## src/rtl/ntt_agu.sv

```systemverilog
// rtl/ntt_agu.sv - NTT/INTT/pointwise address generator and butterfly sequencer
module ntt_agu #(
    parameter int LOGN    = 8,
    parameter int RD_LAT  = 1,
    parameter int BFU_LAT = 8
) (
    input  logic            clk_i,
    input  logic            rst_i,
    input  logic            start_i,
    input  logic [1:0]      mode_i,
    output logic            busy_o,
    output logic            done_o,
    output logic            rd_en_o,
    output logic [LOGN-1:0] rd_addr_a_o,
    output logic [LOGN-1:0] rd_addr_b_o,
    output logic [LOGN-1:0] tw_addr_o,
    output logic            bfu_vld_o,
    output logic [1:0]      bfu_op_o,
    output logic            wr_en_o,
    output logic [LOGN-1:0] wr_addr_a_o,
    output logic [LOGN-1:0] wr_addr_b_o
);
    localparam int D  = RD_LAT + BFU_LAT;
    localparam int DW = $clog2(D + 1);
    localparam logic [LOGN-1:0] ONE  = {{(LOGN-1){1'b0}}, 1'b1};
    localparam logic [LOGN-1:0] HALF = {1'b1, {(LOGN-1){1'b0}}};

    typedef enum logic [1:0] {IDLE, ISSUE, DRAIN, DONE} state_t;

    state_t          state_q, state_d;
    logic [1:0]      mode_q, mode_d;
    logic [LOGN-1:0] j_q, j_d;
    logic [3:0]      s_q, s_d;
    logic [DW-1:0]   dcnt_q, dcnt_d;

    logic            pw, last_j, last_s;
    logic [4:0]      s5, sp1;
    logic [LOGN-1:0] h, g, k, a, b, tw;

    logic            vld_sr_q [RD_LAT];
    logic [1:0]      op_sr_q  [RD_LAT];
    logic            wen_sr_q [D];
    logic [LOGN-1:0] wa_sr_q  [D];
    logic [LOGN-1:0] wb_sr_q  [D];

    assign pw     = (mode_q == 2'b10);
    assign last_j = pw ? (j_q == {LOGN{1'b1}}) : (j_q == HALF - ONE);
    assign last_s = pw || (s_q == 4'(LOGN - 1));

    always_comb begin
        state_d = state_q;
        mode_d  = mode_q;
        j_d     = j_q;
        s_d     = s_q;
        dcnt_d  = dcnt_q;
        case (state_q)
            IDLE: begin
                if (start_i && mode_i != 2'b11) begin
                    state_d = ISSUE;
                    mode_d  = mode_i;
                    j_d     = '0;
                    s_d     = '0;
                end
            end
            ISSUE: begin
                j_d = j_q + ONE;
                if (last_j) begin
                    state_d = DRAIN;
                    dcnt_d  = '0;
                end
            end
            DRAIN: begin
                dcnt_d = dcnt_q + DW'(1);
                if (dcnt_q == DW'(D - 1)) begin
                    if (last_s) begin
                        state_d = DONE;
                    end else begin
                        state_d = ISSUE;
                        j_d     = '0;
                        s_d     = s_q + 4'd1;
                    end
                end
            end
            DONE:    state_d = IDLE;
            default: state_d = IDLE;
        endcase
    end

    // Butterfly pair (a, b = a + h) and twiddle index for the current j and stage
    always_comb begin
        s5  = {1'b0, s_q};
        sp1 = s5 + 5'd1;
        h   = '0;
        g   = '0;
        k   = '0;
        a   = '0;
        b   = '0;
        tw  = '0;
        if (state_q == ISSUE) begin
            case (mode_q)
                2'b00: begin
                    h  = HALF >> s5;
                    g  = j_q >> (5'(LOGN - 1) - s5);
                    k  = j_q & (h - ONE);
                    a  = (g << (5'(LOGN) - s5)) + k;
                    b  = a + h;
                    tw = (ONE << s5) + g;
                end
                2'b01: begin
                    h  = ONE << s5;
                    g  = j_q >> s5;
                    k  = j_q & (h - ONE);
                    a  = (g << sp1) + k;
                    b  = a + h;
                    tw = HALF >> s5;
                    tw = tw + g;
                end
                default: begin
                    a = j_q;
                    b = j_q;
                end
            endcase
        end
    end

    assign rd_en_o     = (state_q == ISSUE);
    assign busy_o      = (state_q == ISSUE) || (state_q == DRAIN);
    assign done_o      = (state_q == DONE);
    assign rd_addr_a_o = a;
    assign rd_addr_b_o = b;
    assign tw_addr_o   = tw;

    always_ff @(posedge clk_i) begin
        if (rst_i) begin
            state_q <= IDLE;
            mode_q  <= 2'b00;
            j_q     <= '0;
            s_q     <= '0;
            dcnt_q  <= '0;
            for (int i = 0; i < RD_LAT; i++) begin
                vld_sr_q[i] <= 1'b0;
                op_sr_q[i]  <= 2'b00;
            end
            for (int i = 0; i < D; i++) begin
                wen_sr_q[i] <= 1'b0;
                wa_sr_q[i]  <= '0;
                wb_sr_q[i]  <= '0;
            end
        end else begin
            state_q <= state_d;
            mode_q  <= mode_d;
            j_q     <= j_d;
            s_q     <= s_d;
            dcnt_q  <= dcnt_d;
            vld_sr_q[0] <= rd_en_o;
            op_sr_q[0]  <= rd_en_o ? mode_q : 2'b00;
            for (int i = 1; i < RD_LAT; i++) begin
                vld_sr_q[i] <= vld_sr_q[i-1];
                op_sr_q[i]  <= op_sr_q[i-1];
            end
            wen_sr_q[0] <= rd_en_o;
            wa_sr_q[0]  <= a;
            wb_sr_q[0]  <= b;
            for (int i = 1; i < D; i++) begin
                wen_sr_q[i] <= wen_sr_q[i-1];
                wa_sr_q[i]  <= wa_sr_q[i-1];
                wb_sr_q[i]  <= wb_sr_q[i-1];
            end
        end
    end

    assign bfu_vld_o   = vld_sr_q[RD_LAT-1];
    assign bfu_op_o    = vld_sr_q[RD_LAT-1] ? op_sr_q[RD_LAT-1] : 2'b00;
    assign wr_en_o     = wen_sr_q[D-1];
    assign wr_addr_a_o = wa_sr_q[D-1];
    assign wr_addr_b_o = wb_sr_q[D-1];
endmodule

```

## config.mk

```make
export PLATFORM = sky130hd
export DESIGN_NAME = ntt_agu
export DESIGN_NICKNAME = d
export VERILOG_FILES = /design/src/rtl/ntt_agu.sv
export SDC_FILE = /design/constraint.sdc
export NUM_CORES = 1
export LEC_CHECK = 0
export ABC_AREA = 1
export CAP_MARGIN = 5
export CORE_UTILIZATION = 50
export CTS_CLUSTER_SIZE = 20
export DETAILED_ROUTE_END_ITERATION = 10
export GPL_TIMING_DRIVEN = 0
export HOLD_SLACK_MARGIN = 0.08
export PLACE_DENSITY_LB_ADDON = 0.3
export SYNTH_ARGS = -nofsm -noshare
export SYNTH_HDL_FRONTEND = slang
export SYNTH_SLANG_ARGS = --single-unit
export TNS_END_PERCENT = 20
```

## constraint.sdc

```tcl
create_clock -name clk_i -period 4.7 [get_ports clk_i]
set_input_delay 0.705 -clock clk_i [delete_from_list [all_inputs] [get_ports clk_i]]
set_output_delay 0.705 -clock clk_i [all_outputs]
set_load 0.01 [all_outputs]
```

---- Word-level counts from Yosys, hierarchy flattened ----
Memories as Yosys holds them, arrays and structs flattened.
Cells that the tools add are included.
word-level totals
  RAM bits ................................ 156
  register bits after elaboration ......... 20
  memories ................................ 5
  output and inout port bits .............. 47
  input port bits ......................... 5
operators by class
  eq/ne operators ......................... 14
  add/sub/neg operators ................... 14
  reduce and logical (&&, ||, !) cells .... 15
  bitwise gates (word level) .............. 29
  muxes and demuxes ....................... 58
  shifts and indexed selects .............. 6
memories
  name      depth  width  read ports  clocked after Yosys merged registers in  wr ports  RTL line  text
  wa_sr_q   9      8      9           0                                        9         43        logic [LOGN-1:0] wa_sr_q [D];
  wb_sr_q   9      8      9           0                                        9         44        logic [LOGN-1:0] wb_sr_q [D];
  wen_sr_q  9      1      9           0                                        9         42        logic wen_sr_q [D];
  op_sr_q   1      2      1           0                                        1         41        logic [1:0] op_sr_q [RD_LAT];
  vld_sr_q  1      1      1           0                                        1         40        logic vld_sr_q [RD_LAT];
operator list
  kind                                              number
  two-way mux 8 bit                                 24
  adder 8 bit                                       6
  one-hot mux 8 bit (2 select lines)                3
  OR 1 bit                                          27
  one-hot mux 8 bit (3 select lines)                1
  AND 8 bit                                         2
  two-way mux 1 bit                                 16
  two-way mux 4 bit                                 4
  one-hot mux 4 bit (2 select lines)                2
  left shift 8 x 5 -> 8 bit                         2
  subtractor 8 x 1 -> 8 bit, second input constant  2
  two-way mux 2 bit                                 7
  adder 4 x 1 -> 4 bit, second input constant       2
  adder 8 x 1 -> 8 bit, second input constant       1
  == test 8 x 7 -> 1 bit, second input constant     1
  == test 8 bit, second input constant              1
  != test 2 bit, second input constant              4
  one-hot mux 2 bit (4 select lines)                1
  AND reduction 4 bit                               2
  left shift 1 x 4 -> 8 bit, first input constant   1
  right shift 8 x 4 -> 8 bit                        1
  right shift 8 x 4 -> 8 bit, first input constant  1
  right shift 8 x 5 -> 8 bit                        1
  == test 2 bit, second input constant              3
  16 further kinds                                  21

---- Longest topological paths before layout ----
Gate-level depths: netlist of run 1.
  depth in word-level cells ............... 8
  mapped depth ............................ 32
  depth with buffers taken out ............ 30

---- Least setup slack after synthesis of run 1 ----
Ideal clock, no wire load.
  kind .................................... register to output
  from .................................... register s_q[0]
  to ...................................... output rd_addr_b_o[7]
  slack ................................... -0.248 ns
  data required time ...................... 3.995 ns
  data arrival time ....................... 4.243 ns
  cell stages (with the launch flop) ...... 27
  path through ............................ dfxtp_1 buf_4 inv_2 buf_6 buf_2 ha_1 ha_1 clkbuf_1 or2_2 nor2_1 ha_1 inv_1 fa_1 o21ai_0 nand2_1 nand2_1 a21oi_1 xnor2_1 ha_1 a21o_1 a31oi_1 nand3_1 nand2_1 nand3_1 nand3_1 nand3_2 inv_1
on the way
  longest elaborated chain between the ends .. 7
  elaborated cells between the ends (all ways) .. 19
ends and longest elaborated chain
  element                                                   RTL line  text
  start, declared                                           33        logic [3:0] s_q, s_d;
  start signal, assigned                                    138       s_q <= '0;
  start signal, assigned                                    153       s_q <= s_d;
  subtractor 3 x 4 -> 5 bit, or another cell as far along   103       g = j_q >> (5'(LOGN - 1) - s5);
  right shift 8 x 5 -> 8 bit, or another cell as far along  103
  left shift 8 x 5 -> 8 bit, or another cell as far along   105       a = (g << (5'(LOGN) - s5)) + k;
  adder 8 bit (on tied branches)                            105, 113
  adder 8 bit (on tied branches)                            106, 114
  one-hot mux 8 bit (2 select lines) (*)                    100       case (mode_q)
  two-way mux 8 bit (*)                                     99        if (state_q == ISSUE) begin
  end, declared                                             15        output logic [LOGN-1:0] rd_addr_b_o,
Every way passes the cells marked *; elsewhere a longest branch is shown, timed or not.

---- Worst setup path in the final report of run 1 ----
Same ends and word-level chain as after synthesis.

==> impl_results.md, run 1 <==
- Number of synthesized flops with an enable pin: 0
- Ys async rst share: 0%
- Clock latency on the worst-skew pair: 0.42 ns
- Residual DRC: 0
- Distinct cells, synth: 55
- Initial Util: between 50% and 60%
- Final Net Count: 1431
- Overall power: 0.004044 W
- RSZ-0062 raised after global routing: yes
- Worst hold path class: reg2reg
- Num rows: 48
- Global-route wire length before repair: 37.12 mm
- Top_reg_cell synth: dfxtp_1
- Least-Margin Pin Slew: 0.9027 ns
- Post-detail-place hpwl: 17.21 mm
- Setup violators final: 6
- Setup CP Type: reg2out
- Ant. Diodes: 0
- I/O Buffers: 50
- FILL cells: 1476
- Leakage: 4.995 nW
- Critical Path End Type: output port
- Worst Path Arrival: about 4.4 ns
- Max Fanout on Critical Path: 4
- Endpoints failing hold: 0
- Die ar.: 18530 µm²
- Final ANT Viol Nets: 0
- Mapped cell area: 8995 µm²
- Peak VDD IR: 298.8 µV
- CP startpoint kind: flop
- Total CTS buffers: 17
- Buffers & Inverters on Critical Path: 7
- Switching power total: 0.001302 W
- Clock Power Share: between 30% and 40%
- Synthesized net count: about 1300
- Final instance area: 11460 µm²
- Clock slew at reported path FFs: 0.06 ns
- Worst slew margin: 39.60%
- H-tree depth: 4
- Failing checks: setup timing
- Drt via density: 5.130
- Combinational Power Share: a little under 30%
- Gpl congestion: around 1
- I/O pin count: 52
- Status: complete, but fails checks
- Fmax: 195.5 MHz
- Vias in the first global route: about 7500
- Largest net degree at the start of global routing: 17
- Clock sinks: 175
- Power Density: 353.0 nW/µm²
- Initial antenna violation count: 0
- Syn avg cell area: 7.254 µm²
- Synth top area share: 38.95%
- GR Util All Layers: 26.70%
- Pint: 0.002743 W
- DRT Pass-1 Iters: 5
- Via count: 8192
- Critical Path Slowest Stage Cell: fa_2
- DRT iter0 DRCs: roughly 480
- DR WL/cell: 15.28 µm
- CTS hold repair buffers: 0
- Commonest non-fill, non-tap cell in the layout: inv_1
- Seq pwr share: 38.9%
- PnR worst setup slack: -0.4164 ns
- #FFs+latches synth: 175
- Root Driver: clkbuf_16
- Share of cells above drive strength 1: between 20% and 30%
- Core Region: 17420 µm²
- Synth Instances: 1240
- Placed Instance Area: between 9000 and 10000 µm²
- CTS tree: built
- Most used cell along the critical path: nand2_1
- Gr ovfl total: 0
- DIE HEIGHT: 136.1 µm
- Worst EP required: around 4 ns
- YS warnings: 0
- Slew Limit Fails: 0
- Layout Area Growth over Synthesis: 27.36%
- Clock period minus final worst setup slack: 5.116 ns
- Period utilization: 108.9%
- Seq/Total Area, Yosys: 38.95%
- Sw Share: 32.18%
- Commonest non-fill, non-tap cells in the layout: inv_1 (225), nor2_1 (200), dfxtp_1 (172)
- Max cap viols: 0
- CP peak stage delay: 0.37 ns
- Worst clock skew: 0.008229 ns
- Clk buf depth: 2
- Routed wire length: 24.41 mm
- Area contributors post-synth: dfxtp_1 (39%), inv_1 (10%), nor2_1 (8.8%), ha_1 (8.3%), nand2_1 (7.1%)
- Largest area contributor in the netlist: dfxtp_1
- Top delay family on crit path: adder cells
- Die W: 136.1 µm
worst paths after layout:
kind	start	end	slack, ns	depth (start not counted)
worst max-delay path	s_q[0]	rd_addr_b_o[7]	-0.42	27
worst min-delay path	wa_sr_q[0][38]	wa_sr_q[0][46]	0.40	2
worst max register to register	s_q[0]	wb_sr_q[0][7]	0.59	27
worst min register to register	wa_sr_q[0][38]	wa_sr_q[0][46]	0.40	2
worst reg2reg max path, delay by kind of cell (launching register included):
| kind | cells | cell delay (ns) |
|---|---|---|
| simple gates | 11 | 1.03 |
| fa+ha+maj | 5 | 1.32 |
| buf+inv | 6 | 0.56 |
| compound gates | 4 | 0.58 |
| flops | 1 | 0.35 |
| xor+xnor | 1 | 0.14 |
flip-flops by register name, summed over array words and instances, names as in the netlist:
name	cells
wb_sr_q	72
j_q	8
dcnt_q	4
wa_sr_q	72
op_sr_q	2
mode_q	2
wen_sr_q	9
s_q	4
state_q	2
power by group through the flow:
| stage | logic [W] | registers [W] | clock network (W) |
|---|---|---|---|
| floorplan | 0.000628 | 0.00160 | 0 |
| global placement | 0.000951 | 0.00160 | 0 |
| detailed placement | 0.000958 | 0.00161 | 0 |
| CTS | 0.00108 | 0.00157 | 0.00131 |
| global route | 0.00127 | 0.00158 | 0.00138 |
| finish | 0.00118 | 0.00157 | 0.00129 |
final cells by class:
type | instances | area (µm²) | area share [%]
clock buffers | 23 | 467.9 | 4.085
inverters | 248 | 973.4 | 8.497
repair buffers | 103 | 915.9 | 7.995
flip-flops and latches | 175 | 3512 | 30.66
well taps | 225 | 281.5 | 2.457
plain buffers | 52 | 356.6 | 3.113
clock inverters | 8 | 85.08 | 0.7427
multi-input cells | 763 | 4863 | 42.45
cell usage after synthesis (all sizes together), types with 2 or more instances:
master    n
dfxtp   175
nand2   180
nor2    219
xor2      9
ha       60
o21ai    49
nand3b    4
fa        6
a31oi     4
buf      29
clkbuf   25
nor3b     2
o31ai     2
a211oi    9
o32ai     4
o22ai    10
xnor2    18
and2      3
nor3     24
clkinv    2
a22o      3
inv     246
a21oi    58
nor4      2
nand4     9
nand3    77
a21o      3
logic make-up (layout without fill, tap and decap cells):
family / after synthesis / count (layout) / share of synthesized area [%]
AOI/OAI and AO/OA: 147 / 147 / 9.570
xor gates and xnor gates: 27 / 27 / 2.629
adders and majority gates: 66 / 66 / 9.682
buffers and inverters: 302 / 434 / 13.77
DFF: 175 / 175 / 38.95
muxes: 1 / 1 / 0.1113
and+or+nand+nor: 522 / 522 / 25.29
metal layers:
layer	vias to the layer above	global-route usage, %	part of all wire [%]
met1	3789	30.01	40
met3	62	5.928	5.1
met2	263	46.25	50
met4	0	15.43	4.8
li1	4078	-	-
met5	-	0	0
what timing repair did:
action                                  4_1_cts  5_1_grt
gates resized for setup                     100      110
endpoints found under the setup margin       21       16
buffers inserted                             36       17
pin swaps                                    33       52
metrics by stage:
step                      hold slack [ns]  setup WS [ns]  util, %  TNS, ns  std cells
after global placement             0.3888         -1.419    56.24   -8.152       1515
after floorplan                    0.3883       0.006342        -        0       1240
after detailed placement           0.3924         -1.422    56.24   -8.503       1515
after global routing               0.4113        -0.6401    65.78   -3.139       1597
after CTS                          0.3987        -0.4037    62.79   -1.937       1581
final                              0.3975        -0.4164    65.78   -1.417       1597
(Power assumes the default switching activity.)
==> run 2, diff against run 1 <==
--- a/config.mk
+++ b/config.mk
@@ -7,13 +7,14 @@
 export LEC_CHECK = 0
 export ABC_AREA = 1
 export CAP_MARGIN = 5
-export CORE_UTILIZATION = 50
+export CORE_UTILIZATION = 54
 export CTS_CLUSTER_SIZE = 20
 export DETAILED_ROUTE_END_ITERATION = 10
 export GPL_TIMING_DRIVEN = 0
 export HOLD_SLACK_MARGIN = 0.08
 export PLACE_DENSITY_LB_ADDON = 0.3
+export SLEW_MARGIN = 25
 export SYNTH_ARGS = -nofsm -noshare
 export SYNTH_HDL_FRONTEND = slang
 export SYNTH_SLANG_ARGS = --single-unit
-export TNS_END_PERCENT = 20
+export TNS_END_PERCENT = 5
==> run 2 against run 1 <==
Register-to-register slack lost 0.41 ns; die area shrank 7.3%; clock power grew 11%; the run still ends with setup timing left; largest cell class unchanged; sequential share of layout area grew 0.34 points; sequential power is essentially flat; cell area shrank 1.0%; worst hold slack is essentially flat; count of clock-buffer cells in the layout shrank 2.
==> impl_results.md, run 2 (synthesized netlist as in run 1, its figures left out) <==
- R2R depth: 27 (unchanged)
- Layout Area Growth over Synthesis: 26.03% (was 27.36%)
- Largest net degree at the start of global routing: 17 (unchanged)
- Clock sinks: 175 (unchanged)
- GR Util All Layers: 30.01% (was 26.70%)
- Critical Path Slowest Stage Cell: fa_2 (unchanged)
- Drt via density: 5.170 (was 5.130)
- Status: complete, but fails checks (unchanged)
- Hold path startpoint: wa_sr_q[0][33] (was wa_sr_q[0][38])
- DRT Pass-1 Iters: 5 (unchanged)
- Overall power: 0.004162 W (was 0.004044 W)
- CTS hold repair buffers: 0 (unchanged)
- Total CTS buffers: 17 (unchanged)
- Max cap viols: 0 (unchanged)
- R2r setup slk: 0.18 ns (was 0.59 ns)
- Setup CP Type: reg2out (unchanged)
- Worst hold path class: reg2reg (unchanged)
- Worst Path Arrival: 4.42 ns (was 4.41 ns)
- Peak VDD IR: 274.2 µV (was 298.8 µV)
- CP peak stage delay: 0.40 ns (was 0.37 ns)
- Critical Path End Type: output port (unchanged)
- CTS tree: built (unchanged)
- Setup violators final: 7 (was 6)
- Clock slew at reported path FFs: 0.06 ns (about the same)
- Period utilization: 109.0% (was 108.9%)
- I/O pin count: 52 (unchanged)
- Via count: 8221 (was 8192)
- I/O Buffers: 50 (unchanged)
- Die ar.: 17180 µm² (was 18530 µm²)
- Least-Margin Pin Slew: 0.8610 ns (was 0.9027 ns)
- Post-detail-place hpwl: 17.34 mm (was 17.21 mm)
- Hold path endpoint: wa_sr_q[0][41] (was wa_sr_q[0][46])
- Worst r2r src: s_q[0] (unchanged)
- Core Region: 16060 µm² (was 17420 µm²)
- Clk buf depth: 2 (unchanged)
- RSZ-0062 raised after global routing: yes (unchanged)
- H-tree depth: 4 (unchanged)
- Worst clock skew: 0.007089 ns (was 0.008229 ns)
- Gpl congestion: 0.9522 (was 1.004)
- DRT iter0 DRCs: 451 (was 476)
- Max Fanout on Critical Path: 7 (was 4)
- Share of cells above drive strength 1: 17.76% (was 20.04%)
- Most used cell along the critical path: nand2_1 (unchanged)
- Vias in the first global route: 7725 (was 7523)
- Gr ovfl total: 0 (unchanged)
- Ant. Diodes: 0 (unchanged)
- DIE HEIGHT: 131.1 µm (was 136.1 µm)
- Global-route wire length before repair: 38.36 mm (was 37.12 mm)
- Commonest non-fill, non-tap cells in the layout: inv_1 (231), nor2_1 (196), dfxtp_1 (171) (was inv_1 (225), nor2_1 (200), dfxtp_1 (172))
- Clock latency on the worst-skew pair: 0.42 ns (about the same)
- Regs by FF count: wa_sr_q x72, wb_sr_q x72, wen_sr_q x9 (unchanged)
- Endpoints failing hold: 0 (unchanged)
- Fmax: 195.2 MHz (was 195.5 MHz)
- Power Density: 367.1 nW/µm² (was 353.0 nW/µm²)
- Leakage: 4.996 nW (was 4.995 nW)
- Initial Util: 56.02% (was 51.65%)
- Root Driver: clkbuf_16 (unchanged)
- Worst slew margin: 42.39% (was 39.60%)
- Num rows: 46 (was 48)
- Commonest non-fill, non-tap cell in the layout: inv_1 (unchanged)
- Initial antenna violation count: 0 (unchanged)
- Hold Path Depth: 2 (unchanged)
- DR WL/cell: 15.53 µm (was 15.28 µm)
- CP startpoint kind: flop (unchanged)
- Worst r2r dst: wb_sr_q[0][4] (was wb_sr_q[0][7])
- Final Net Count: 1432 (was 1431)
- Residual DRC: 0 (unchanged)
- Die W: 131.1 µm (was 136.1 µm)
- Failing checks: setup timing (unchanged)
- Routed wire length: 24.69 mm (was 24.41 mm)
- PnR worst setup slack: -0.4239 ns (was -0.4164 ns)
- Worst EP required: 3.99 ns (about the same)
- Final ANT Viol Nets: 0 (unchanged)
- Clock period minus final worst setup slack: 5.124 ns (was 5.116 ns)
- Slew Limit Fails: 0 (unchanged)
- Worst slack, placed: -1.435 ns (was -1.422 ns)
-- run 2: area by class of cell --
cell class | count | area (µm²)
plain buffers | 52 | 357.8
multi-input cells | 763 | 4720
well taps | 216 | 270.3
fillers | 1285 | 4722
repair buffers | 104 | 895.9
flip-flops and latches | 175 | 3513
inverters | 248 | 967.2
clock buffers | 21 | 460.4
clock inverters | 11 | 151.4
-- run 2: worst max path at each step --
stage / cells past startpoint / from / to
CTS: 28 / s_q[0] / rd_addr_b_o[7]
detailed placement: 25 / s_q[1] / rd_addr_b_o[7]
finish: 28 / s_q[0] / rd_addr_b_o[7]
global placement: 25 / s_q[1] / rd_addr_b_o[7]
global route: 28 / s_q[0] / rd_addr_b_o[6]
floorplan: 26 / s_q[0] / rd_addr_b_o[7]
-- run 2: timing repair --
item / CTS / global route
pin swaps: 37 / 40
endpoints found under the setup margin: 20 / 14
hold endpoints to repair: 0 / 0
setup buffers: 46 / 8
resized for setup: 112 / 54
-- run 2: critical path: cells and delay by family (launching register included) --
| kind | cells | cell delay, ns |
|---|---|---|
| fa+ha+maj | 5 | 1.28 |
| buf+inv | 10 | 0.93 |
| simple gates | 9 | 0.85 |
| compound gates | 3 | 0.42 |
| flops | 1 | 0.34 |
| xor+xnor | 1 | 0.17 |
-- run 2: per-layer routing --
metal | part of all wire [%] | global-route usage [%]
met5 | 0 | 0
met3 | 4.7 | 4.951
met2 | 50 | 53.78
met1 | 40 | 33.32
met4 | 5.9 | 18.19
-- run 2: stage by stage --
step / hold slack [ns] / std cells / TNS [ns] / area [µm²] / utilization [%]
final: 0.3973 / 1590 / -1.615 / 11340 / 70.59
after floorplan: 0.3883 / 1240 / 0 / 9014 / -
after detailed placement: 0.3917 / 1506 / -8.487 / 9784 / 60.93
after global placement: 0.3884 / 1506 / -7.882 / 9784 / 60.93
after CTS: 0.4001 / 1582 / -1.257 / 11070 / 68.95
after global routing: 0.4067 / 1590 / -3.082 / 11340 / 70.59
-- run 2: where the power goes --
group | total (W) | switching, W | internal [W]
logic | 0.00116 | 0.000726 | 0.000434
clock network | 0.00143 | 0.000559 | 0.000869
registers | 0.00157 | 0.0000349 | 0.00154
total | 0.00416 | 0.00132 | 0.00284
